$ cat config.mk
export PLATFORM = sky130hd
export DESIGN_NAME = m_pipe_reg
export DESIGN_NICKNAME = d
export VERILOG_FILES = /design/src/rtl/m_pipe_reg.sv
export SDC_FILE = /design/constraint.sdc
export NUM_CORES = 1
export LEC_CHECK = 0
export ABC_AREA = 1
export BUFFER_PORTS_ARGS = -buffer_cell sky130_fd_sc_hd__buf_2
export CORE_AREA = 2 2 139 141
export DETAILED_ROUTE_END_ITERATION = 8
export DIE_AREA = 0 0 141 143
export GPL_ROUTABILITY_DRIVEN = 1
export PLACE_DENSITY = 0.62
export REMOVE_ABC_BUFFERS = 1
export SLEW_MARGIN = 20
export SYNTH_ARGS = -nofsm -noshare
export SYNTH_HDL_FRONTEND = slang
export SYNTH_SLANG_ARGS = --single-unit
$ cat constraint.sdc
create_clock -name clk -period 4.27 [get_ports clk]
set_input_delay 0.427 -clock clk [delete_from_list [all_inputs] [get_ports clk]]
set_output_delay 0.427 -clock clk [all_outputs]
set_load 0.005 [all_outputs]
$ cat src/rtl/m_pipe_reg.sv
// m_pipe_reg: Y86-64 Execute-to-Memory pipeline register with stall, bubble and exception freeze.
// Define M_REG_PERF_EN to build the stall/bubble cycle counters; without it those ports read 0.
module m_pipe_reg #(
    parameter int DATA_W        = 64,
    parameter int RID_W         = 4,
    parameter int ICODE_W       = 4,
    parameter int STAT_W        = 3,
    parameter int FREEZE_ON_EXC = 1
) (
    input  logic               clk,
    input  logic               reset,
    input  logic               M_stall,
    input  logic               M_bubble,
    input  logic [STAT_W-1:0]  e_stat,
    input  logic [ICODE_W-1:0] e_icode,
    input  logic               e_Cnd,
    input  logic [DATA_W-1:0]  e_valE,
    input  logic [DATA_W-1:0]  e_valA,
    input  logic [RID_W-1:0]   e_dstE,
    input  logic [RID_W-1:0]   e_dstM,
    output logic [STAT_W-1:0]  M_stat,
    output logic [ICODE_W-1:0] M_icode,
    output logic               M_Cnd,
    output logic [DATA_W-1:0]  M_valE,
    output logic [DATA_W-1:0]  M_valA,
    output logic [RID_W-1:0]   M_dstE,
    output logic [RID_W-1:0]   M_dstM,
    output logic               M_valid,
    output logic               M_frozen,
    output logic               M_ctl_err,
    output logic [31:0]        M_stall_cnt,
    output logic [31:0]        M_bubble_cnt
);

    localparam logic [STAT_W-1:0]  SBUB  = STAT_W'(0);
    localparam logic [STAT_W-1:0]  SHLT  = STAT_W'(2);
    localparam logic [STAT_W-1:0]  SADR  = STAT_W'(3);
    localparam logic [STAT_W-1:0]  SINS  = STAT_W'(4);
    localparam logic [ICODE_W-1:0] INOP  = ICODE_W'(1);
    localparam logic [RID_W-1:0]   RNONE = {RID_W{1'b1}};

    function automatic logic is_exc(input logic [STAT_W-1:0] s);
        return (s == SHLT) || (s == SADR) || (s == SINS);
    endfunction

    // Control priority: freeze > bubble > stall > load. Exactly one take_* is high
    // on an unfrozen edge; none while frozen.
    logic take_bubble;
    logic take_stall;
    logic take_load;

    always_comb begin
        take_bubble = 1'b0;
        take_stall  = 1'b0;
        take_load   = 1'b0;
        if (!M_frozen) begin
            if (M_bubble)
                take_bubble = 1'b1;
            else if (M_stall)
                take_stall = 1'b1;
            else
                take_load = 1'b1;
        end
    end

    // Payload register; a stall or freeze simply leaves it untouched.
    always_ff @(posedge clk or posedge reset) begin
        if (reset) begin
            M_stat  <= SBUB;
            M_icode <= INOP;
            M_Cnd   <= 1'b0;
            M_valE  <= '0;
            M_valA  <= '0;
            M_dstE  <= RNONE;
            M_dstM  <= RNONE;
        end else if (take_bubble) begin
            M_stat  <= SBUB;
            M_icode <= INOP;
            M_Cnd   <= 1'b0;
            M_valE  <= '0;
            M_valA  <= '0;
            M_dstE  <= RNONE;
            M_dstM  <= RNONE;
        end else if (take_load) begin
            M_stat  <= e_stat;
            M_icode <= e_icode;
            M_Cnd   <= e_Cnd;
            M_valE  <= e_valE;
            M_valA  <= e_valA;
            M_dstE  <= e_dstE;
            M_dstM  <= e_dstM;
        end
    end

    // Flags a pipeline-control conflict seen on the most recent edge.
    always_ff @(posedge clk or posedge reset) begin
        if (reset)
            M_ctl_err <= 1'b0;
        else
            M_ctl_err <= M_stall & M_bubble;
    end

    assign M_valid = (M_stat != SBUB);

    generate
        if (FREEZE_ON_EXC != 0) begin : g_freeze
            logic frozen_q;

            // Sticky until reset: once an exception reaches M the stage stops moving.
            always_ff @(posedge clk or posedge reset) begin
                if (reset)
                    frozen_q <= 1'b0;
                else if (take_load && is_exc(e_stat))
                    frozen_q <= 1'b1;
            end

            assign M_frozen = frozen_q;
        end else begin : g_no_freeze
            assign M_frozen = 1'b0;
        end
    endgenerate

`ifdef M_REG_PERF_EN
    logic [31:0] stall_cnt_q;
    logic [31:0] bubble_cnt_q;

    // Counters wrap naturally at 32 bits; take_* already excludes frozen edges.
    always_ff @(posedge clk or posedge reset) begin
        if (reset) begin
            stall_cnt_q  <= '0;
            bubble_cnt_q <= '0;
        end else begin
            if (take_stall)
                stall_cnt_q <= stall_cnt_q + 32'd1;
            if (take_bubble)
                bubble_cnt_q <= bubble_cnt_q + 32'd1;
        end
    end

    assign M_stall_cnt  = stall_cnt_q;
    assign M_bubble_cnt = bubble_cnt_q;
`else
    assign M_stall_cnt  = 32'd0;
    assign M_bubble_cnt = 32'd0;
`endif

endmodule

Word level (Yosys, flattened, before mapping). Index checks and enable logic that the tools add are counted.

Eq/ne operators: 3. Reduce and logical (&&, ||, !) cells: 5. Bitwise logic cells: 1. Muxes and demuxes: 19.

Operators by type and width (count): 2-to-1 mux 64 bit (4); 2-to-1 mux 4 bit (6); 2-to-1 mux 1 bit (7); == test 3 x 2 -> 1 bit, second input constant (2); 2-to-1 mux 3 bit (2); == test 3 bit, second input constant (1); nonzero test 3 bit (1); logical OR 1 bit (2); nonzero test 2 bit (1); bitwise AND 1 bit (1); logical AND 1 bit (1).

Bits in registers: 146. Output and inout bits: 211. Word-level logic and storage cells: 37.

Longest topological paths before layout. Gate-level depths: netlist (run 1).

Depth after elaboration: 5. Gate-level depth with buffers: 7.

Worst setup path before layout (run 1). OpenSTA, ideal clock, no wires.

Path kind: register -> register. Start point: register g_freeze.frozen_q (netlist: M_frozen). End point: register M_valA[38]. Setup slack: 3.043 ns. Arrival time: 1.162 ns. Path buffers: 2. Clock period less this slack: 1.227 ns. Stages on the path, launching flop included: 8. Cell sequence: dfrtp_1 -> inv_2 -> nand2_1 -> nor2_2 -> buf_4 -> buf_4 -> nand2_1 -> nand2_1.

Cells in the longest elaborated chain, start to end: 2.

RTL lines: start, declared (RTL line 107) `logic frozen_q;`; start signal, assigned (RTL line 112) `frozen_q <= 1'b0;`; start signal, assigned (RTL line 114) `frozen_q <= 1'b1;`; 2-to-1 mux 1 bit (RTL line 56) `if (!M_frozen) begin`; 2-to-1 mux 64 bit or nonzero test 2 bit (tied branches); end signal, assigned (RTL line 89) `M_valA <= e_valA;`; end, declared (RTL line 25) `output logic [DATA_W-1:0] M_valA,`.

Parallel ways exist; a longest one is shown, timed or not. A chain may end at the register's enable or synchronous reset.

Worst setup path in the final report (run 1).
Start point: register M_stat[1]. End point: output port M_valid.

Cells in the longest elaborated chain, start to end: 1.

RTL lines: start, declared (RTL line 21) `output logic [STAT_W-1:0] M_stat,`; start signal, assigned (RTL line 85) `M_stat <= e_stat;`; nonzero test 3 bit (RTL line 103) `assign M_valid = (M_stat != SBUB);`; end, declared (RTL line 28) `output logic M_valid,`.

Every way passes these cells.

==> results.cfg, run 1 <==
[clock_tree]
cts_max_path_buffers = 2
cts_hold_buf = 0
cts_setup_buffers = 0
cts_tree = yes
cts-root-buf = clkbuf_16
clk-insertion-delay-late_ns = 0.41
cts_resized = 0
cts_buffers = 17
cts_sinks = 146
cts.clk_slew.worst_paths_ns = 0.06
cts-htree-levels = 4

[job]
max_cap_viol_count = 0

[routing]
firstDrtPassIters = 4
num_vias = 5097
drtAntennaViolNets = 0
first_iter_violations = 214
post_drt_wl_per_cell_um = 13.04
totalWireLength_um = 15980
vias_per_cell = 4.157
drc = 0

[timing]
setup_violations = 0
fin_tns_setup_ns = 0
max_freq_mhz = 546.1
worst_pin_slew_ns = 0.9873
fin_hold_ws_ns = 0.1272
grt_setup_unrepaired = no
post-route-min-period_ns = 1.831
fin_crit_sh_pct = 42.88
hold_viol = 0
slew_headroom_pct = 33.93
final_max_slew_viol_count = 0
finClkSkew_ns = 0.007587

[floorplan]
dieWidth_um = 141
pin_count = 359
start_util_pct = 32.40
dieArea_mm2 = 0.02016
core_area_mm2 = 0.01858
rows = 50
die_h_um = 143

[critical_path]
timing.reg2reg.worst_path_depth = 6
r2r-end = M_valE[33]
ff2ff_setup_slack_ns = 2.56
reg2reg_from = M_frozen
cp-end-kind = output pin
critPathKind = reg2out
worstPathMaxFanout = 3
crit_path_start_kind = register
critPathRequiredTime_ns = 3.84
arrival_ns = 1.40
worstSetupStartpoint = M_stat[1]

[hold_path]
hp-class = in2async

[global_routing]
grtUsageTotal_pct = 15.54
first_global_vias = 4782
grt_max_degree = 77
antenna_found_initial = 2
grt_overflow = 0
grt_pass1_wl_um = 24510

[placed_design]
hpwlAfterDp_um = 11400
dp.cells = 1193
portBuffers = 294
place.gp.congestion = 0.7529

[final_layout]
stdcell_count = 1226
drive_gt1_share_pct = 34.61
fill_cells = 1914
final_core_util_pct = 43.58
final_cell_mix = nand2_1, buf_2, dfrtp_1
nets = 1126
final_common_cell = nand2_1
area_growth_pct = 34.53

[synthesis]
yosysSeqAreaShare_pct = 60.88
syn_avg_cell_area_um2 = 8.724
syn_inst = 690
ys_ff_latch = 146
yosysWarnings = 0
yosysTopAreaCellShare_pct = 56.95
yosys-top-cells-area = dfrtp_1, nand2_1, buf_4
synth_top_cell_by_area = dfrtp_1
synth.distinct_cells = 14
netlist_area_mm2 = 0.006020

[pwr]
max-vdd-ir-drop_v = 0.0002773
leakage_uw = 0.005192
powerDensity_mw_per_mm2 = 386.9

[status]
status = finished, final reports clean
[worst max-delay path, cell delays in order (launching register included)]
cell     delay [ns]
dfrtp_1        0.42
or3_1          0.43
buf_2          0.15
[power breakdown]
part	total [uW]	switching [uW]	internal, uW
registers	1380	0.0822	1380
logic	114	64.6	48.9
clock network	1630	591	1040
total	3130	656	2480
[layer usage]
layer | wire, um | up-vias | global-route usage, %
met5 | 15 | - | 0
met4 | 273 | 2 | 5.000
met3 | 1244 | 21 | 5.902
met2 | 7820 | 213 | 25.24
met1 | 6628 | 2337 | 19.21
li1 | - | 2524 | -
[flip-flops by register name, summed over array words and instances (netlist names)]
register,cells
M_dstM,4
M_valE,64
M_Cnd,1
M_icode,4
M_dstE,4
M_ctl_err,1
M_stat,3
M_valA,64
M_frozen,1
[area by class of cell]
cell class,count,area [um2],share of cell area [%]
clock buffer,20,436.7,5.392
inverter,7,31.28,0.3863
sequential,146,3665,45.26
timing repair buffer,300,1529,18.88
clock inverter,12,202.7,2.503
antenna,1,2.502,0.03090
multi-input combinational,506,1938,23.93
tap,234,292.8,3.616
[stage by stage]
stage          instance area, um2  setup slack, ns  power [uW]
2_1_floorplan                5624         -0.06509        1444
4_1_cts                      8095            2.402        3168
3_5_place_dp                 7456            2.149        1524
5_1_grt                      8095            2.382        3251
3_3_place_gp                 7456            2.171        1524
6_report                     8098            2.439        3133
[synthesized netlist by cell type (all sizes together)]
library cell  instances
nor2                  1
o21ai                 3
conb                  1
nand3                11
clkbuf               15
nand2               426
or3                   1
dfrtp               137
dfstp                 9
buf                  79
inv                   7
[how the worst max path moves through the flow]
stage            endpoint  slack, ns  cells after the start
4_1_cts           M_valid       2.40                      2
2_1_floorplan       M_Cnd      -0.07                      1
5_1_grt           M_valid       2.38                      2
6_report          M_valid       2.44                      2
3_3_place_gp    M_valA[6]       2.17                      6
3_5_place_dp   M_valA[25]       2.15                      6
[cells by family after synthesis]
family | share of synthesized area (%)
AOI/OAI and AO/OA | 0.4366
buffers and inverters | 10.93
and+or+nand+nor | 27.69
DFF | 60.88
other | 0.06230
Note: power is estimated with default switching activity, not from simulation.
==> run 2: changes to the inputs <==
Clock period 4.27 ns to 1.6 ns, I/O delays scaled along.
==> results.cfg, run 2 (synthesis gave the netlist of run 1 again) <==
[timing]
final_max_slew_viol_count = 0
finClkSkew_ns = 0.006270
max_freq_mhz = 652.7
setup_violations = 0
grt_setup_unrepaired = no
fin_crit_sh_pct = 95.75
hold_viol = 0
post-route-min-period_ns = 1.532

[status]
status = finished, final reports clean

[final_layout]
final_common_cell = nand2_1
final_core_util_pct = 52.08
area_growth_pct = 60.76
reg_top3 = M_valA: 64 flops, M_valE: 64 flops
final_cell_mix = nand2_1, buf_2, dlygate4sd3_1
fill_cells = 1702
nets = 1274
stdcell_area_mm2 = 0.009677
drive_gt1_share_pct = 30.82

[global_routing]
grt_max_degree = 69
grt_pass1_wl_um = 28930
grt_overflow = 0
grtUsageTotal_pct = 18.07
antenna_found_initial = 0
first_global_vias = 5920

[pwr]
total_power_uw = 8876
max-vdd-ir-drop_v = 0.0006560
leakage_uw = 0.005860
powerDensity_mw_per_mm2 = 917.3

[critical_path]
worstPathMaxFanout = 3
crit_path_start_kind = register
arrival_ns = 1.37
cp-end-kind = output pin
critPathRequiredTime_ns = 1.44
critPathKind = reg2out

[floorplan]
die_h_um = 143
dieArea_mm2 = 0.02016
dieWidth_um = 141
start_util_pct = 32.40
core_area_mm2 = 0.01858
pin_count = 359
rows = 50

[clock_tree]
cts_max_path_buffers = 2
cts-htree-levels = 4
cts-root-buf = clkbuf_16
cts_buffers = 17
clk-insertion-delay-late_ns = 0.41
cts_sinks = 146
cts.clk_slew.worst_paths_ns = 0.06
cts_tree = yes

[routing]
num_vias = 5832
vias_per_cell = 4.245
drtAntennaViolNets = 0
first_iter_violations = 274
firstDrtPassIters = 4
drc = 0
post_drt_wl_per_cell_um = 13.43
totalWireLength_um = 18450

[placed_design]
hpwlAfterDp_um = 11450
placed_cell_area_mm2 = 0.007548
place.gp.congestion = 0.7841
portBuffers = 294

[hold_path]
hp-class = in2reg

[job]
max_cap_viol_count = 0
## run 2: cell types whose count changed in the layout (fill, tap and decap cells not counted), sizes merged
cell	change
buf	+5
clkbuf	+2
clkinv	-1
dlygate4sd3	+143
inv	-1
## run 2: worst max-delay path, cell delays in order, from the launching register on
cell and delay (ns):
dfrtp_1 0.40, or3_1 0.41, buf_2 0.15
## run 2: path summary, 6_finish.rpt
path | from | depth (start not counted) | slack, ns | to
min in group asynchronous | reset | 3 | 0.26 | M_valA[16]
min | e_stat[1] | 3 | 0.03 | M_stat[1]
min reg2reg | M_valA[48] | 2 | 0.46 | M_valA[48]
max | M_stat[1] | 2 | 0.07 | M_valid
max in group asynchronous | reset | 4 | 0.73 | M_dstE[3]
max reg2reg | M_frozen | 6 | 0.28 | M_valE[61]
## run 2: routing by layer
layer / up-vias / wire length, um / GRT usage [%]
li1: 2814 / - / -
met1: 2739 / 7167 / 20.21
met2: 249 / 9692 / 33.12
met3: 30 / 1182 / 4.728
met4: 0 / 403 / 6.684
met5: - / 0 / 0
## run 2: cell type report
| class | count | area, um2 | area share [%] |
|---|---|---|---|
| Inverter | 7 | 31.28 | 0.3232 |
| Tap cell | 234 | 292.8 | 3.026 |
| Clock buffer | 22 | 494.2 | 5.107 |
| Sequential cell | 146 | 3665 | 37.87 |
| Clock inverter | 10 | 192.7 | 1.991 |
| Antenna cell | 1 | 2.502 | 0.02586 |
| Multi-Input combinational cell | 506 | 1938 | 20.03 |
| Timing Repair Buffer | 448 | 3060 | 31.63 |
## run 2: through the flow
step                std cells  hold slack, ns  TNS (ns)  setup slack, ns
global placement         1197          0.1411         0           0.3268
CTS                      1372         0.01462         0         0.002650
global route             1373         0.02933         0          0.01415
detailed placement       1197          0.1418         0           0.2762
finish                   1374         0.03399         0          0.06799
floorplan                 659          0.2597   -610.48           -2.468
## run 2: report_power, final
group          leakage, uW  total [uW]  internal (uW)  switching [uW]
Clock             0.000334        4570           3000            1570
Sequential         0.00200        3690           3690           0.313
Combinational      0.00352         608            369             239
## run 2: what timing repair did
| action | CTS | global route |
|---|---|---|
| endpoints found under the setup margin | 0 | 1 |
| buffers inserted | 0 | 1 |
| hold buffers | 143 | 0 |
| resized for setup | 0 | 0 |
| hold endpoints to repair | 170 | 0 |
==> run 3: changes to the inputs <==
Settings changed: MAX_ROUTING_LAYER from default to met4, PLACE_DENSITY 0.62 to 0.6.
Clock period 1.6 ns to 1.5 ns, I/O delays scaled along.
==> results.cfg, run 3 (synthesis gave the netlist of run 1 again) <==
[placed_design]
hpwlAfterDp_um = 11840
place.gp.congestion = 0.8163
placed_cell_area_mm2 = 0.007651
portBuffers = 294

[timing]
hold_viol = 0
fin_tns_setup_ns = 0
post-route-min-period_ns = 1.460
setup_violations = 0
final_max_slew_viol_count = 0
finClkSkew_ns = 0.003926
fin_crit_sh_pct = 97.35
max_freq_mhz = 684.8
grt_setup_unrepaired = yes

[pwr]
total_power_uw = 9092
leakage_uw = 0.005877
powerDensity_mw_per_mm2 = 934.9
max-vdd-ir-drop_v = 0.0007478

[global_routing]
grt_max_degree = 74
first_global_vias = 5657
grtUsageTotal_pct = 18.00
met3_usage_pct = 4.058
grt_pass1_wl_um = 27930
grtUsageMet2_pct = 29.91
busiest_layer = met2
grt_overflow = 0
antenna_found_initial = 0
use_met1_pct = 21.20

[routing]
drc = 0
drtAntennaViolNets = 0
vias_per_cell = 4.157
post_drt_wl_per_cell_um = 13.00
num_vias = 5736
totalWireLength_um = 17940
first_iter_violations = 247
firstDrtPassIters = 4

[clock_tree]
cts_tree = yes
cts_sinks = 146
cts_buffers = 17
cts-htree-levels = 4
cts_setup_buffers = 0
cts-root-buf = clkbuf_16
clk-insertion-delay-late_ns = 0.42
cts.clk_slew.worst_paths_ns = 0.06
cts_max_path_buffers = 2

[final_layout]
reg_top3 = M_valA: 64 flops, M_valE: 64 flops
area_growth_pct = 61.57
drive_gt1_share_pct = 30.98
nets = 1282
final_cell_mix = nand2_1, buf_2, dlygate4sd3_1
fill_cells = 1680
stdcell_area_mm2 = 0.009726
diodes = 0
final_common_cell = nand2_1

[hold_path]
worst_hold_path.num_cells = 3
hp-start = M_bubble
whs_endpoint = M_ctl_err
hp-class = in2reg

[status]
status = finished, final reports clean

[critical_path]
reg2reg_from = M_frozen
critPathRequiredTime_ns = 1.35
cp-end-kind = output pin
critPathKind = reg2out
worstPathMaxFanout = 3
arrival_ns = 1.31
crit_path_start_kind = register
ff2ff_setup_slack_ns = 0.10
r2r-end = M_valE[7]
timing.reg2reg.worst_path_depth = 7

[floorplan]
pin_count = 359
dieArea_mm2 = 0.02016
start_util_pct = 32.40
core_area_mm2 = 0.01858
die_h_um = 143
rows = 50
dieWidth_um = 141

[job]
max_cap_viol_count = 0
==> run 3: cell count changes in the layout (fill, tap and decap cells not counted), moves of 2 or more <==
cell           before  now
buf_4               5    7
buf_12              6   10
clkbuf_8            5    1
clkinv_2            0    2
dlygate4sd3_1     143  145
==> run 3: cell type report <==
cell class | count | area (um2) | area share (%)
clock buffers | 19 | 442.9 | 4.554
clock inverters | 12 | 180.2 | 1.853
inverters | 7 | 31.28 | 0.3216
multi-input cells | 506 | 1938 | 19.93
flip-flops and latches | 146 | 3665 | 37.68
well taps | 234 | 292.8 | 3.010
repair buffers | 456 | 3176 | 32.65
==> run 3: where the power goes <==
part	internal, uW	total [uW]	switching (uW)
clock	2830	4490	1660
combinational	408	661	252
sequential	3940	3940	0.247
total	7180	9090	1920
==> run 3: worst max-delay path by stage <==
| stage | startpoint | endpoint | slack, ns |
|---|---|---|---|
| global placement | M_frozen | M_valE[29] | 0.18 |
| global route | M_stat[2] | M_valid | -0.03 |
| CTS | M_stat[1] | M_valid | 0.008 |
| finish | M_stat[2] | M_valid | 0.04 |
| detailed placement | M_frozen | M_valA[36] | 0.13 |
| floorplan | reset | M_Cnd | -2.56 |
==> run 3: worst max-delay path, stage by stage, from the launching register on <==
cell	delay, ns
dfrtp_1	0.40
or3_1	0.37
buf_2	0.13
==> run 3: routing by layer <==
layer | routed length, um | share of wire (%) | up-vias
li1 | - | - | 2836
met1 | 7508 | 42 | 2638
met2 | 9062 | 51 | 229
met3 | 948 | 5.3 | 33
met4 | 421 | 2.3 | 0
met5 | 0 | 0 | -
==> run 3: repair_timing <==
item,4_1_cts,5_1_grt
resized for setup,0,0
hold buffers,145,0
setup endpoints to repair,0,1
hold endpoints to repair,179,0
==> run 3: stage by stage <==
stage	setup WS, ns	cells	hold WS, ns	utilization [%]
after floorplan	-2.558	659	0.2497	-
after global placement	0.1804	1204	0.2108	41.18
after detailed placement	0.1336	1204	0.2138	41.18
after CTS	0.007556	1380	0.005735	52.34
after global routing	-0.03304	1380	0.009052	52.34
final	0.03974	1380	0.01784	52.34
